===== config.mk =====
export PLATFORM = sky130hd
export DESIGN_NAME = ysyx_22041211_lsu
export DESIGN_NICKNAME = d
export VERILOG_FILES = /design/src/rtl/ysyx_22041211_lsu_pkg.sv /design/src/rtl/ysyx_22041211_lsu_align.sv /design/src/rtl/ysyx_22041211_lsu.sv
export SDC_FILE = /design/constraint.sdc
export NUM_CORES = 1
export LEC_CHECK = 0
export CAP_MARGIN = 20
export CORE_ASPECT_RATIO = 0.8
export CORE_UTILIZATION = 35
export CTS_CLUSTER_SIZE = 20
export DETAILED_ROUTE_END_ITERATION = 10
export MAX_ROUTING_LAYER = met4
export PLACE_DENSITY = 0.67
export SETUP_SLACK_MARGIN = 0.3
export SLEW_MARGIN = 20
export SYNTH_ARGS = -nofsm -noshare
export SYNTH_HDL_FRONTEND = slang
export SYNTH_SLANG_ARGS = --single-unit

===== constraint.sdc =====
create_clock -name clk -period 2.74 [get_ports clk]
set_input_delay 0.411 -clock clk [delete_from_list [all_inputs] [get_ports clk]]
set_output_delay 0.411 -clock clk [all_outputs]
set_load 0.005 [all_outputs]

===== src/rtl/ysyx_22041211_lsu_pkg.sv =====
// ============================================================================
// Module  : ysyx_22041211_lsu_pkg
// Brief   : Shared load/store codes, LSU state encodings and size helpers.
// Revision: 1.0
// ============================================================================
`default_nettype none

package ysyx_22041211_lsu_pkg;

  localparam logic [2:0] LOAD_NONE = 3'd0;
  localparam logic [2:0] LOAD_LB   = 3'd1;
  localparam logic [2:0] LOAD_LH   = 3'd2;
  localparam logic [2:0] LOAD_LW   = 3'd3;
  localparam logic [2:0] LOAD_LBU  = 3'd4;
  localparam logic [2:0] LOAD_LHU  = 3'd5;

  localparam logic [1:0] STORE_SB = 2'b01;
  localparam logic [1:0] STORE_SH = 2'b10;
  localparam logic [1:0] STORE_SW = 2'b11;

  localparam logic [1:0] LSU_IDLE = 2'd0;
  localparam logic [1:0] LSU_REQ  = 2'd1;
  localparam logic [1:0] LSU_RESP = 2'd2;

  localparam logic [3:0] WSTRB_NONE = 4'b0000;
  localparam logic [3:0] WSTRB_B    = 4'b0001;
  localparam logic [3:0] WSTRB_H    = 4'b0011;
  localparam logic [3:0] WSTRB_W    = 4'b1111;

  typedef enum logic [1:0] {
    SZ_BYTE = 2'd0,
    SZ_HALF = 2'd1,
    SZ_WORD = 2'd2
  } acc_size_e;

  // Unrecognised store codes are treated as full-word accesses.
  function automatic acc_size_e f_store_size(input logic [1:0] st);
    case (st)
      STORE_SB: return SZ_BYTE;
      STORE_SH: return SZ_HALF;
      default:  return SZ_WORD;
    endcase
  endfunction

  function automatic acc_size_e f_load_size(input logic [2:0] lt);
    case (lt)
      LOAD_LB, LOAD_LBU: return SZ_BYTE;
      LOAD_LH, LOAD_LHU: return SZ_HALF;
      default:           return SZ_WORD;
    endcase
  endfunction

  function automatic logic f_misaligned(input acc_size_e sz, input logic [1:0] off);
    case (sz)
      SZ_HALF: return off[0];
      SZ_WORD: return off != 2'b00;
      default: return 1'b0;
    endcase
  endfunction

endpackage

`default_nettype wire


===== src/rtl/ysyx_22041211_lsu_align.sv =====
// ============================================================================
// Module  : ysyx_22041211_lsu_align
// Brief   : Store lane replication/strobes and load lane extraction.
// Revision: 1.0
// ============================================================================
`default_nettype none

module ysyx_22041211_lsu_align
  import ysyx_22041211_lsu_pkg::*;
#(
  parameter int DATA_LEN = 32
) (
  input  logic                i_is_store,
  input  logic [1:0]          i_st_off,
  input  logic [1:0]          i_st_type,
  input  logic [DATA_LEN-1:0] i_st_data,
  output logic [DATA_LEN-1:0] o_st_data,
  output logic [3:0]          o_st_strb,
  input  logic [1:0]          i_ld_off,
  input  logic [2:0]          i_ld_type,
  input  logic [DATA_LEN-1:0] i_ld_rdata,
  output logic [DATA_LEN-1:0] o_ld_data
);

  logic [DATA_LEN-1:0] w_shifted;

  // Sub-word stores replicate the value so every candidate lane carries it.
  always_comb begin
    o_st_data = i_st_data;
    o_st_strb = WSTRB_NONE;
    if (i_is_store) begin
      case (f_store_size(i_st_type))
        SZ_BYTE: begin
          o_st_data = {(DATA_LEN/8){i_st_data[7:0]}};
          o_st_strb = WSTRB_B << i_st_off;
        end
        SZ_HALF: begin
          o_st_data = {(DATA_LEN/16){i_st_data[15:0]}};
          o_st_strb = WSTRB_H << {i_st_off[1], 1'b0};
        end
        default: o_st_strb = WSTRB_W;
      endcase
    end
  end

  assign w_shifted = i_ld_rdata >> {i_ld_off, 3'b000};

  always_comb begin
    o_ld_data = '0;
    case (i_ld_type)
      LOAD_NONE:         o_ld_data = '0;
      LOAD_LB, LOAD_LBU: o_ld_data = {{(DATA_LEN-8){1'b0}}, w_shifted[7:0]};
      LOAD_LH, LOAD_LHU: o_ld_data = {{(DATA_LEN-16){1'b0}}, w_shifted[15:0]};
      default:           o_ld_data = w_shifted;
    endcase
  end

endmodule

`default_nettype wire


===== src/rtl/ysyx_22041211_lsu.sv =====
// ============================================================================
// Module  : ysyx_22041211_lsu
// Brief   : Load/store unit: EX handshake, req/ack data bus, registered WB result.
// Revision: 1.0
// ============================================================================
`default_nettype none

module ysyx_22041211_lsu
  import ysyx_22041211_lsu_pkg::*;
#(
  parameter int DATA_LEN = 32,
  parameter int TIMEOUT  = 16
) (
  input  logic                clk,
  input  logic                rst,
  input  logic                valid_i,
  output logic                ready_o,
  input  logic                wd_i,
  input  logic [4:0]          wreg_i,
  input  logic [DATA_LEN-1:0] alu_result_i,
  input  logic                mem_wen_i,
  input  logic [DATA_LEN-1:0] mem_wdata_i,
  input  logic [1:0]          store_type_i,
  input  logic [2:0]          load_type_i,
  output logic                mem_req_o,
  output logic                mem_we_o,
  output logic [DATA_LEN-1:0] mem_addr_o,
  output logic [DATA_LEN-1:0] mem_wdata_o,
  output logic [3:0]          mem_wstrb_o,
  input  logic                mem_ack_i,
  input  logic [DATA_LEN-1:0] mem_rdata_i,
  output logic                valid_o,
  input  logic                ready_i,
  output logic                wd_o,
  output logic [4:0]          wreg_o,
  output logic [DATA_LEN-1:0] alu_result_o,
  output logic [DATA_LEN-1:0] mem_rdata_o,
  output logic [2:0]          load_type_o,
  output logic                err_o
);

  localparam int                 c_CNT_W    = $clog2(TIMEOUT) + 1;
  localparam logic [c_CNT_W-1:0] c_CNT_LAST = c_CNT_W'(TIMEOUT - 1);
  localparam logic [c_CNT_W-1:0] c_CNT_ONE  = c_CNT_W'(1);

  logic [1:0]          r_state;
  logic [c_CNT_W-1:0]  r_cnt;
  logic                r_req;
  logic                r_we;
  logic [DATA_LEN-1:0] r_addr;
  logic [DATA_LEN-1:0] r_wdata;
  logic [3:0]          r_wstrb;
  logic                r_valid;
  logic                r_wd;
  logic [4:0]          r_wreg;
  logic [DATA_LEN-1:0] r_alu;
  logic [DATA_LEN-1:0] r_rdata;
  logic [2:0]          r_ltype;
  logic                r_err;

  logic                w_is_mem;
  acc_size_e           w_size;
  logic                w_mis;
  logic                w_go_bus;
  logic                w_ready;
  logic                w_accept;
  logic [DATA_LEN-1:0] w_st_data;
  logic [3:0]          w_st_strb;
  logic [DATA_LEN-1:0] w_ld_data;

  assign w_is_mem = mem_wen_i || (load_type_i != LOAD_NONE);
  assign w_size   = mem_wen_i ? f_store_size(store_type_i) : f_load_size(load_type_i);
  assign w_mis    = w_is_mem && f_misaligned(w_size, alu_result_i[1:0]);
  assign w_go_bus = w_is_mem && !w_mis;
  assign w_ready  = (r_state == LSU_IDLE) || ((r_state == LSU_RESP) && ready_i);
  assign w_accept = valid_i && w_ready;

  ysyx_22041211_lsu_align #(
    .DATA_LEN (DATA_LEN)
  ) u_align (
    .i_is_store (mem_wen_i),
    .i_st_off   (alu_result_i[1:0]),
    .i_st_type  (store_type_i),
    .i_st_data  (mem_wdata_i),
    .o_st_data  (w_st_data),
    .o_st_strb  (w_st_strb),
    .i_ld_off   (r_alu[1:0]),
    .i_ld_type  (r_ltype),
    .i_ld_rdata (mem_rdata_i),
    .o_ld_data  (w_ld_data)
  );

  always_ff @(posedge clk) begin
    if (!rst) begin
      r_state <= LSU_IDLE;
      r_cnt   <= '0;
      r_req   <= 1'b0;
      r_we    <= 1'b0;
      r_addr  <= '0;
      r_wdata <= '0;
      r_wstrb <= '0;
      r_valid <= 1'b0;
      r_wd    <= 1'b0;
      r_wreg  <= '0;
      r_alu   <= '0;
      r_rdata <= '0;
      r_ltype <= '0;
      r_err   <= 1'b0;
    end else if (w_accept) begin
      // A store alongside a load code is treated as a plain store.
      r_state <= w_go_bus ? LSU_REQ : LSU_RESP;
      r_cnt   <= '0;
      r_req   <= w_go_bus;
      r_we    <= mem_wen_i;
      r_addr  <= {alu_result_i[DATA_LEN-1:2], 2'b00};
      r_wdata <= w_st_data;
      r_wstrb <= w_st_strb;
      r_valid <= !w_go_bus;
      r_wd    <= wd_i && !w_mis;
      r_wreg  <= wreg_i;
      r_alu   <= alu_result_i;
      r_rdata <= '0;
      r_ltype <= mem_wen_i ? LOAD_NONE : load_type_i;
      r_err   <= w_mis;
    end else begin
      case (r_state)
        LSU_REQ: begin
          if (mem_ack_i) begin
            r_state <= LSU_RESP;
            r_req   <= 1'b0;
            r_valid <= 1'b1;
            r_rdata <= w_ld_data;
          end else if (r_cnt == c_CNT_LAST) begin
            r_state <= LSU_RESP;
            r_req   <= 1'b0;
            r_valid <= 1'b1;
            r_err   <= 1'b1;
            r_wd    <= 1'b0;
          end else begin
            r_cnt <= r_cnt + c_CNT_ONE;
          end
        end
        LSU_RESP: begin
          if (ready_i) begin
            r_state <= LSU_IDLE;
            r_valid <= 1'b0;
            r_err   <= 1'b0;
          end
        end
        LSU_IDLE: ;
        default: r_state <= LSU_IDLE;
      endcase
    end
  end

  assign ready_o      = w_ready;
  assign mem_req_o    = r_req;
  assign mem_we_o     = r_we;
  assign mem_addr_o   = r_addr;
  assign mem_wdata_o  = r_wdata;
  assign mem_wstrb_o  = r_wstrb;
  assign valid_o      = r_valid;
  assign wd_o         = r_wd;
  assign wreg_o       = r_wreg;
  assign alu_result_o = r_alu;
  assign mem_rdata_o  = r_rdata;
  assign load_type_o  = r_ltype;
  assign err_o        = r_err;

endmodule

`default_nettype wire

Word-level counts from Yosys, hierarchy flattened
Index checks and enable logic that the tools add are counted.
{"block": "word_totals", "mem_bits_rw": 0, "memories": 0, "mem_bits_ro": 0, "output_inout_bits": 146, "reg_bits": 150, "inputBits": 113, "elab_cells": 105, "latchBits": 0}
{"block": "classes", "shifts": 3, "addsub": 1, "n_mux": 32, "n_mul": 0, "eq_ne": 22, "order_cmp": 0, "n_reduce_logical": 30, "div": 0, "bitwise_logic": 3}
{"cell": "one-hot mux 32 bit (3 select lines)", "n": 1}
{"cell": "one-hot mux 32 bit (2 select lines)", "n": 1}
{"cell": "2-to-1 mux 32 bit", "n": 1}
{"cell": "right shift 32 x 5 -> 32 bit", "n": 1}
{"cell": "2-to-1 mux 2 bit", "n": 7}
{"cell": "2-to-1 mux 1 bit", "n": 13}
{"cell": "equality test 3 bit, second input constant", "n": 4}
{"cell": "AND reduction 3 bit", "n": 4}
{"cell": "OR reduction 2 bit", "n": 5}
{"cell": "inequality test 3 bit, second input constant", "n": 3}
{"cell": "nonzero test 3 bit", "n": 3}
{"cell": "equality test 2 x 1 -> 1 bit, second input constant", "n": 4}
{"cell": "one-hot mux 2 bit (2 select lines)", "n": 2}
{"cell": "one-hot mux 4 bit (2 select lines)", "n": 1}
{"cell": "equality test 2 bit, second input constant", "n": 3}
{"cell": "equality test 3 x 1 -> 1 bit, second input constant", "n": 2}
{"cell": "equality test 3 x 2 -> 1 bit, second input constant", "n": 2}
{"cell": "one-hot mux 1 bit (2 select lines)", "n": 3}
{"cell": "one-hot mux 2 bit (3 select lines)", "n": 1}
{"cell": "nonzero test 2 bit", "n": 3}
{"cell": "adder 5 x 1 -> 5 bit, second input constant", "n": 1}
{"cell": "equality test 5 x 4 -> 1 bit, second input constant", "n": 1}
{"cell": "logical AND 1 bit", "n": 5}
{"cell": "logical NOT 2 bit", "n": 2}
{"cell": "other kinds (13)", "n": 18}

Logic depth before layout (Yosys ltp)
{"block": "depth", "word_depth": 11, "ltp_mapped": 12, "depth_no_buf": 10}

Modules after synthesis
Synthesis repeated with hierarchy kept, for this count alone.
{"block": "unflattened", "cells_unflattened": 755, "hier_area_um2": 6017.0}
{"mod": "ysyx_22041211_lsu", "seq_area_each_um2": 2402.3, "area_each_um2": 4868.4, "cells_per_inst": 588, "n_inst": 1}
{"mod": "ysyx_22041211_lsu_align", "seq_area_each_um2": 0.0, "area_each_um2": 1148.6, "cells_per_inst": 167, "n_inst": 1}

Worst setup path after synthesis
Ideal clock, no wire load.
{"block": "synth_path", "kind": "input-to-reg", "startpoint": "input port store_type_i[0]", "endpoint": "register r_req, in the netlist mem_req_o", "t_required_ns": 2.670, "stages": 12, "n_path_buf": 2, "setup_time_ns": 0.070, "slack_ns": 0.357, "arrival_ns": 2.313, "cell_sequence": "inv_1 ha_1 nand2b_1 buf_2 buf_2 o21ai_0 inv_1 ha_1 o21ai_0 a21oi_1 or3_1 a21boi_1"}
{"block": "synth_via", "elab_chain_cells": 9, "elab_cells_between_ends": 11, "cone_classes": "eq/ne: 4; mux: 4; reduce/logical: 3"}
{"element": "start, declared", "line": "ysyx_22041211_lsu.sv:23", "rtl": "input logic [1:0] store_type_i,"}
{"element": "equality test 2 bit or equality test 2 x 1 -> 1 bit (tied branches)", "line": "ysyx_22041211_lsu_pkg.sv:38", "rtl": "case (st)"}
{"element": "one-hot mux 2 bit (2 select lines) *", "line": "ysyx_22041211_lsu_pkg.sv:38"}
{"element": "2-to-1 mux 2 bit *", "line": "ysyx_22041211_lsu.sv:72", "rtl": "assign w_size = mem_wen_i ? f_store_size(store_type_i) : f_load_size(load_type_i);"}
{"element": "equality test 2 bit or equality test 2 x 1 -> 1 bit (tied branches)", "line": "ysyx_22041211_lsu_pkg.sv:54", "rtl": "case (sz)"}
{"element": "one-hot mux 1 bit (2 select lines) *", "line": "ysyx_22041211_lsu_pkg.sv:54"}
{"element": "logical AND 1 bit *", "line": "ysyx_22041211_lsu.sv:73", "rtl": "assign w_mis = w_is_mem && f_misaligned(w_size, alu_result_i[1:0]);"}
{"element": "logical NOT 1 bit *", "line": "ysyx_22041211_lsu.sv:74", "rtl": "assign w_go_bus = w_is_mem && !w_mis;"}
{"element": "logical AND 1 bit *", "line": "ysyx_22041211_lsu.sv:74"}
{"element": "2-to-1 mux 1 bit *", "line": "ysyx_22041211_lsu.sv:109", "rtl": "end else if (w_accept) begin"}
{"element": "end signal, assigned", "line": "ysyx_22041211_lsu.sv:113", "rtl": "r_req <= w_go_bus;"}
{"element": "end, declared", "line": "ysyx_22041211_lsu.sv:48", "rtl": "logic r_req;"}
Every way passes the cells marked *; elsewhere a longest branch is shown, timed or not.
A chain may end at the register's enable or synchronous reset.

Worst setup path after layout
Ends and elaborated chain as after synthesis.

==> impl_results.html <==
<table>
<tr><th>Metric</th><th>Value</th></tr>
<tr><th colspan="2">Run status</th></tr>
<tr><td>Run status</td><td>complete, no violations</td></tr>
<tr><th colspan="2">Floorplan</th></tr>
<tr><td>Placeable Area</td><td>0.0153 mm^2</td></tr>
<tr><td>Die Span Y</td><td>115 um</td></tr>
<tr><td>Die Wd</td><td>143 um</td></tr>
<tr><td>Row cnt</td><td>40</td></tr>
<tr><td>Die area</td><td>0.0165 mm^2</td></tr>
<tr><td>Initial core utilization</td><td>0.365</td></tr>
<tr><td>I/O pin total</td><td>259</td></tr>
<tr><th colspan="2">Synth</th></tr>
<tr><td>Sequential cell area fraction in the yosys report</td><td>0.429</td></tr>
<tr><td>Post-synth EDFFs</td><td>0</td></tr>
<tr><td>Area share of and/or/nand/nor cells after synthesis</td><td>0.178</td></tr>
<tr><td>Number of distinct library cell variants in the gate-level netlist after synthesis</td><td>46</td></tr>
<tr><td>Multiplexer share of the synthesized area</td><td>0.0626</td></tr>
<tr><td>Synth Area per Inst</td><td>8.47 um^2</td></tr>
<tr><td>Complex-gate fraction of the synthesized area</td><td>0.214</td></tr>
<tr><td>Total of warnings raised by yosys</td><td>0</td></tr>
<tr><td>Post-Syn Instances</td><td>661</td></tr>
<tr><td>Most instantiated flip-flop cell in the synthesis netlist</td><td>dfxtp_1</td></tr>
<tr><td>Flip-flop and latch count after synthesis</td><td>120</td></tr>
<tr><td>Largest family of logic cells by synthesized area</td><td>compound AO/OA/AOI/OAI gates</td></tr>
<tr><td>Post-Synth XOR/XNOR Area</td><td>0.00626</td></tr>
<tr><td>Proportion of register bits with asynchronous set or reset after synthesis</td><td>0</td></tr>
<tr><td>Post-Synthesis Cell Area</td><td>0.00560 mm^2</td></tr>
<tr><td>Arithmetic-cell share of the synthesized area counting full adders, half adders and majority gates</td><td>0.0156</td></tr>
<tr><th colspan="2">Clocking</th></tr>
<tr><td>TritonCTS clock tree</td><td>done</td></tr>
<tr><td>Clock slew at reported path FFs</td><td>0.05 ns</td></tr>
<tr><td>H-tree lvl count</td><td>4</td></tr>
<tr><td>Worst-case clock buffer depth</td><td>2</td></tr>
<tr><td>Root buffer selected by CTS</td><td>clkbuf_16</td></tr>
<tr><td>Clk Latency, worst-skew pair</td><td>0.42 ns</td></tr>
<tr><td>Total clock buffers created by CTS</td><td>17</td></tr>
<tr><td>Clock tree sinks</td><td>120</td></tr>
<tr><th colspan="2">Final layout</th></tr>
<tr><td># fillers</td><td>1351</td></tr>
<tr><td>Layout area overhead</td><td>55.8%</td></tr>
<tr><td>Share of final-layout standard cells stronger than drive strength 1</td><td>0.0756</td></tr>
<tr><td>Most frequent standard cell in the layout excluding fill and tap cells</td><td>clkdlybuf4s50_1</td></tr>
<tr><td>Number of nets at the end of the flow</td><td>993</td></tr>
<tr><td>Most frequent cells in the layout</td><td>clkdlybuf4s50_1 (255), nand2_1 (155), dfxtp_1 (120), a21boi_0 (56), nor2_1 (27)</td></tr>
<tr><td>Diodes inserted</td><td>0</td></tr>
<tr><td>Cell area after layout</td><td>0.00872 mm^2</td></tr>
<tr><td>Finished Core Util</td><td>0.569</td></tr>
<tr><th colspan="2">STA</th></tr>
<tr><td>Final-report setup violation count</td><td>0</td></tr>
<tr><td>Minimum clock period</td><td>2.21 ns</td></tr>
<tr><td>Unrepaired setup endpoints after global routing</td><td>no</td></tr>
<tr><td>Fin. max-slew vios</td><td>0</td></tr>
<tr><td>Transition time of the tightest slew-check pin</td><td>0.751 ns</td></tr>
<tr><td>Peak Freq</td><td>452 MHz</td></tr>
<tr><td>Total Neg Setup Slack</td><td>0 ns</td></tr>
<tr><td>Relative max-transition margin</td><td>0.498</td></tr>
<tr><td>Number of hold violations in the final report</td><td>0</td></tr>
<tr><td>Period utilisation layout</td><td>0.807</td></tr>
<tr><td>Smallest setup slack after layout</td><td>0.529 ns</td></tr>
<tr><td>Worst hold margin</td><td>0.451 ns</td></tr>
<tr><td>Worst clock skew on the final layout</td><td>0.00714 ns</td></tr>
<tr><th colspan="2">Setup path</th></tr>
<tr><td>Cells traversed along the worst timing path</td><td>clkdlybuf4s50_1 &gt; inv_1 &gt; ha_1 &gt; nand2b_1 &gt; o21ai_0 &gt; inv_1 &gt; ha_1 &gt; o21ai_1 &gt; a21oi_1 &gt; or3_1 &gt; a21boi_1</td></tr>
<tr><td>Type of element capturing the critical path</td><td>flop</td></tr>
<tr><td>Worst Setup Path Type</td><td>in2reg</td></tr>
<tr><td>Crit path max-delay cell type</td><td>clkdlybuf4s50_1</td></tr>
<tr><td>Startpoint class of the critical path</td><td>input pin</td></tr>
<tr><td>Register-to-register path setup slack</td><td>0.61 ns</td></tr>
<tr><td>Data arrival at the endpoint of the critical path</td><td>2.55 ns</td></tr>
<tr><td>Endpoint required time on the critical path</td><td>3.08 ns</td></tr>
<tr><td>Max stage delay on crit path</td><td>0.48 ns</td></tr>
<tr><td>Worst Path Max Fanout</td><td>3</td></tr>
<tr><th colspan="2">Drt</th></tr>
<tr><td>Total wire length</td><td>18.1 mm</td></tr>
<tr><td>Post-route DRC violation count</td><td>0</td></tr>
<tr><td>Total via count in the routed design</td><td>5436</td></tr>
<tr><td>Antenna Nets Post-Route</td><td>0</td></tr>
<tr><td>DRC marker count from the first detailed-route iteration</td><td>376</td></tr>
<tr><td>Per-cell via count in the routed design</td><td>4.96</td></tr>
<tr><td>Wire length per cell</td><td>16.5 um</td></tr>
<tr><td>Length of the first detailed-routing pass in iterations</td><td>5</td></tr>
<tr><th colspan="2">Place</th></tr>
<tr><td>HPWL reported at the end of detailed placement</td><td>13.8 mm</td></tr>
<tr><td>Input/output buffers</td><td>256</td></tr>
<tr><td>Post-placement setup slack</td><td>0.0532 ns</td></tr>
<tr><td>Placed inst area</td><td>0.00811 mm^2</td></tr>
<tr><td>Final weighted congestion in routability-driven placement</td><td>0.896</td></tr>
<tr><th colspan="2">Power</th></tr>
<tr><td>Static Leakage</td><td>3.23 nW</td></tr>
<tr><td>Logic pwr share</td><td>0.190</td></tr>
<tr><td>Largest vdd supply drop</td><td>397 uV</td></tr>
<tr><td>P_int</td><td>3.89 mW</td></tr>
<tr><td>Power density of the placed cells</td><td>595 mW/mm^2</td></tr>
<tr><td>Share of power burned in the clock network</td><td>0.437</td></tr>
<tr><td>Switching fraction of total power</td><td>0.251</td></tr>
<tr><td>Switching power summed over all nets</td><td>1.30 mW</td></tr>
<tr><td>Sequential Power Share</td><td>0.373</td></tr>
<tr><th colspan="2">GRT</th></tr>
<tr><td>Maximum number of pins on one net before global-route repair</td><td>56</td></tr>
<tr><td>Vias in the first global route</td><td>5245</td></tr>
<tr><td>Total gr overflow</td><td>0</td></tr>
<tr><td>Global router's overall resource usage</td><td>0.225</td></tr>
<tr><td>First-pass GRT wire length</td><td>27.7 mm</td></tr>
<tr><td>Antenna violations before repair</td><td>0</td></tr>
<tr><th colspan="2">Job</th></tr>
<tr><td>MaxCap Viol Count</td><td>0</td></tr>
<tr><th colspan="2">Worst hold path</th></tr>
<tr><td>Class of the tightest hold or removal check</td><td>reg2reg</td></tr>
</table>
per-stage QoR:
step | power, mW | std cells
floorplan | 2.42 | 662
global route | 5.43 | 1096
global placement | 2.94 | 1064
finish | 5.19 | 1096
CTS | 5.25 | 1096
detailed placement | 2.96 | 1064
per-layer routing:
layer,vias up,global-route usage,share of wire
met4,0,0.0965,0.022
met1,2538,0.272,0.44
li1,2657,-,-
met2,205,0.367,0.48
met3,36,0.0433,0.058
met5,-,-,0
worst max-delay path: cells and delay by family:
kind                     cells  cell delay (ns)
buffers and inverters        3             0.62
AO/OA/AOI/OAI                4             0.53
adder cells (fa/ha/maj)      2             0.50
AND/OR/NAND/NOR              2             0.50
worst paths after layout:
path,to,startpoint,cells past startpoint
worst min register to register,mem_wdata_o[7]$_SDFFE_PN0P_,mem_wdata_o[7]$_SDFFE_PN0P_,2
worst max-delay path,mem_req_o$_SDFFE_PN0P_,store_type_i[0],11
worst min-delay path,mem_wdata_o[7]$_SDFFE_PN0P_,mem_wdata_o[7]$_SDFFE_PN0P_,2
worst max register to register,r_cnt[3]$_SDFFE_PP0P_,r_cnt[0]$_SDFFE_PP0P_,7
power by group through the flow:
stage / combinational, mW / clock (mW) / sequential (mW)
6_report: 0.986 / 2.27 / 1.93
5_1_grt: 1.08 / 2.41 / 1.95
4_1_cts: 0.991 / 2.32 / 1.94
3_5_place_dp: 0.985 / 0 / 1.97
3_3_place_gp: 0.972 / 0 / 1.97
2_1_floorplan: 0.462 / 0 / 1.96
synthesized netlist by cell type (2+ instances only):
| library cell | number | area share |
|---|---|---|
| or3_1 | 3 | 0.0034 |
| o22ai_1 | 16 | 0.018 |
| mux2i_1 | 26 | 0.047 |
| o2bb2ai_1 | 4 | 0.0063 |
| mux2_2 | 8 | 0.016 |
| clkbuf_1 | 19 | 0.013 |
| nand2_1 | 155 | 0.10 |
| a22oi_1 | 8 | 0.011 |
| nand2b_1 | 3 | 0.0034 |
| a21boi_0 | 56 | 0.075 |
| nor2_1 | 28 | 0.019 |
| inv_1 | 15 | 0.010 |
| nand3b_1 | 7 | 0.0094 |
| o21a_1 | 3 | 0.0040 |
| nor2b_1 | 3 | 0.0034 |
| buf_2 | 25 | 0.022 |
| xor2_1 | 3 | 0.0047 |
| a21boi_1 | 11 | 0.015 |
| and2_1 | 2 | 0.0022 |
| a221o_1 | 8 | 0.014 |
| buf_4 | 32 | 0.043 |
| dfxtp_1 | 120 | 0.43 |
| nor3_2 | 2 | 0.0036 |
| a21oi_1 | 22 | 0.020 |
| nand4_1 | 2 | 0.0022 |
| ha_1 | 7 | 0.016 |
| o21ai_0 | 8 | 0.0072 |
| o211ai_1 | 16 | 0.021 |
| buf_1 | 5 | 0.0034 |
| nand3_1 | 19 | 0.017 |
| a211oi_1 | 2 | 0.0027 |
| o211a_1 | 8 | 0.014 |
| nor3_1 | 2 | 0.0018 |
logic make-up (layout without fill, tap and decap cells):
| family | after synthesis | in the layout |
|---|---|---|
| AOI/OAI and AO/OA | 166 | 166 |
| xor gates and xnor gates | 4 | 4 |
| adders and majority gates | 7 | 7 |
| buffers and inverters | 97 | 321 |
| DFF | 120 | 120 |
| muxes | 34 | 34 |
| other | 1 | 2 |
| and+or+nand+nor | 232 | 232 |
layout make-up:
type / count / area, um^2 / area share
Clock buffer: 21 / 460 / 0.0528
Timing Repair Buffer: 274 / 2710 / 0.310
Multi-Input combinational cell: 445 / 2690 / 0.308
Clock inverter: 11 / 146 / 0.0168
Inverter: 15 / 56.3 / 0.00646
Tap cell: 210 / 263 / 0.0301
Sequential cell: 120 / 2400 / 0.276
flip-flops by register name, summed over array words and instances (netlist names):
register	cells
alu_result_o	32
mem_wstrb_o	4
mem_req_o	1
wreg_o	5
load_type_o	3
mem_rdata_o	32
mem_wdata_o	32
r_state	2
err_o	1
valid_o	1
r_cnt	5
wd_o	1
mem_we_o	1
timing repair:
item                                    4_1_cts  5_1_grt
hold buffers                                  0        0
endpoints found under the setup margin        0        1
setup buffers                                 0        0
gates resized for setup                       0        1
Power figures use the tool's default switching activity.
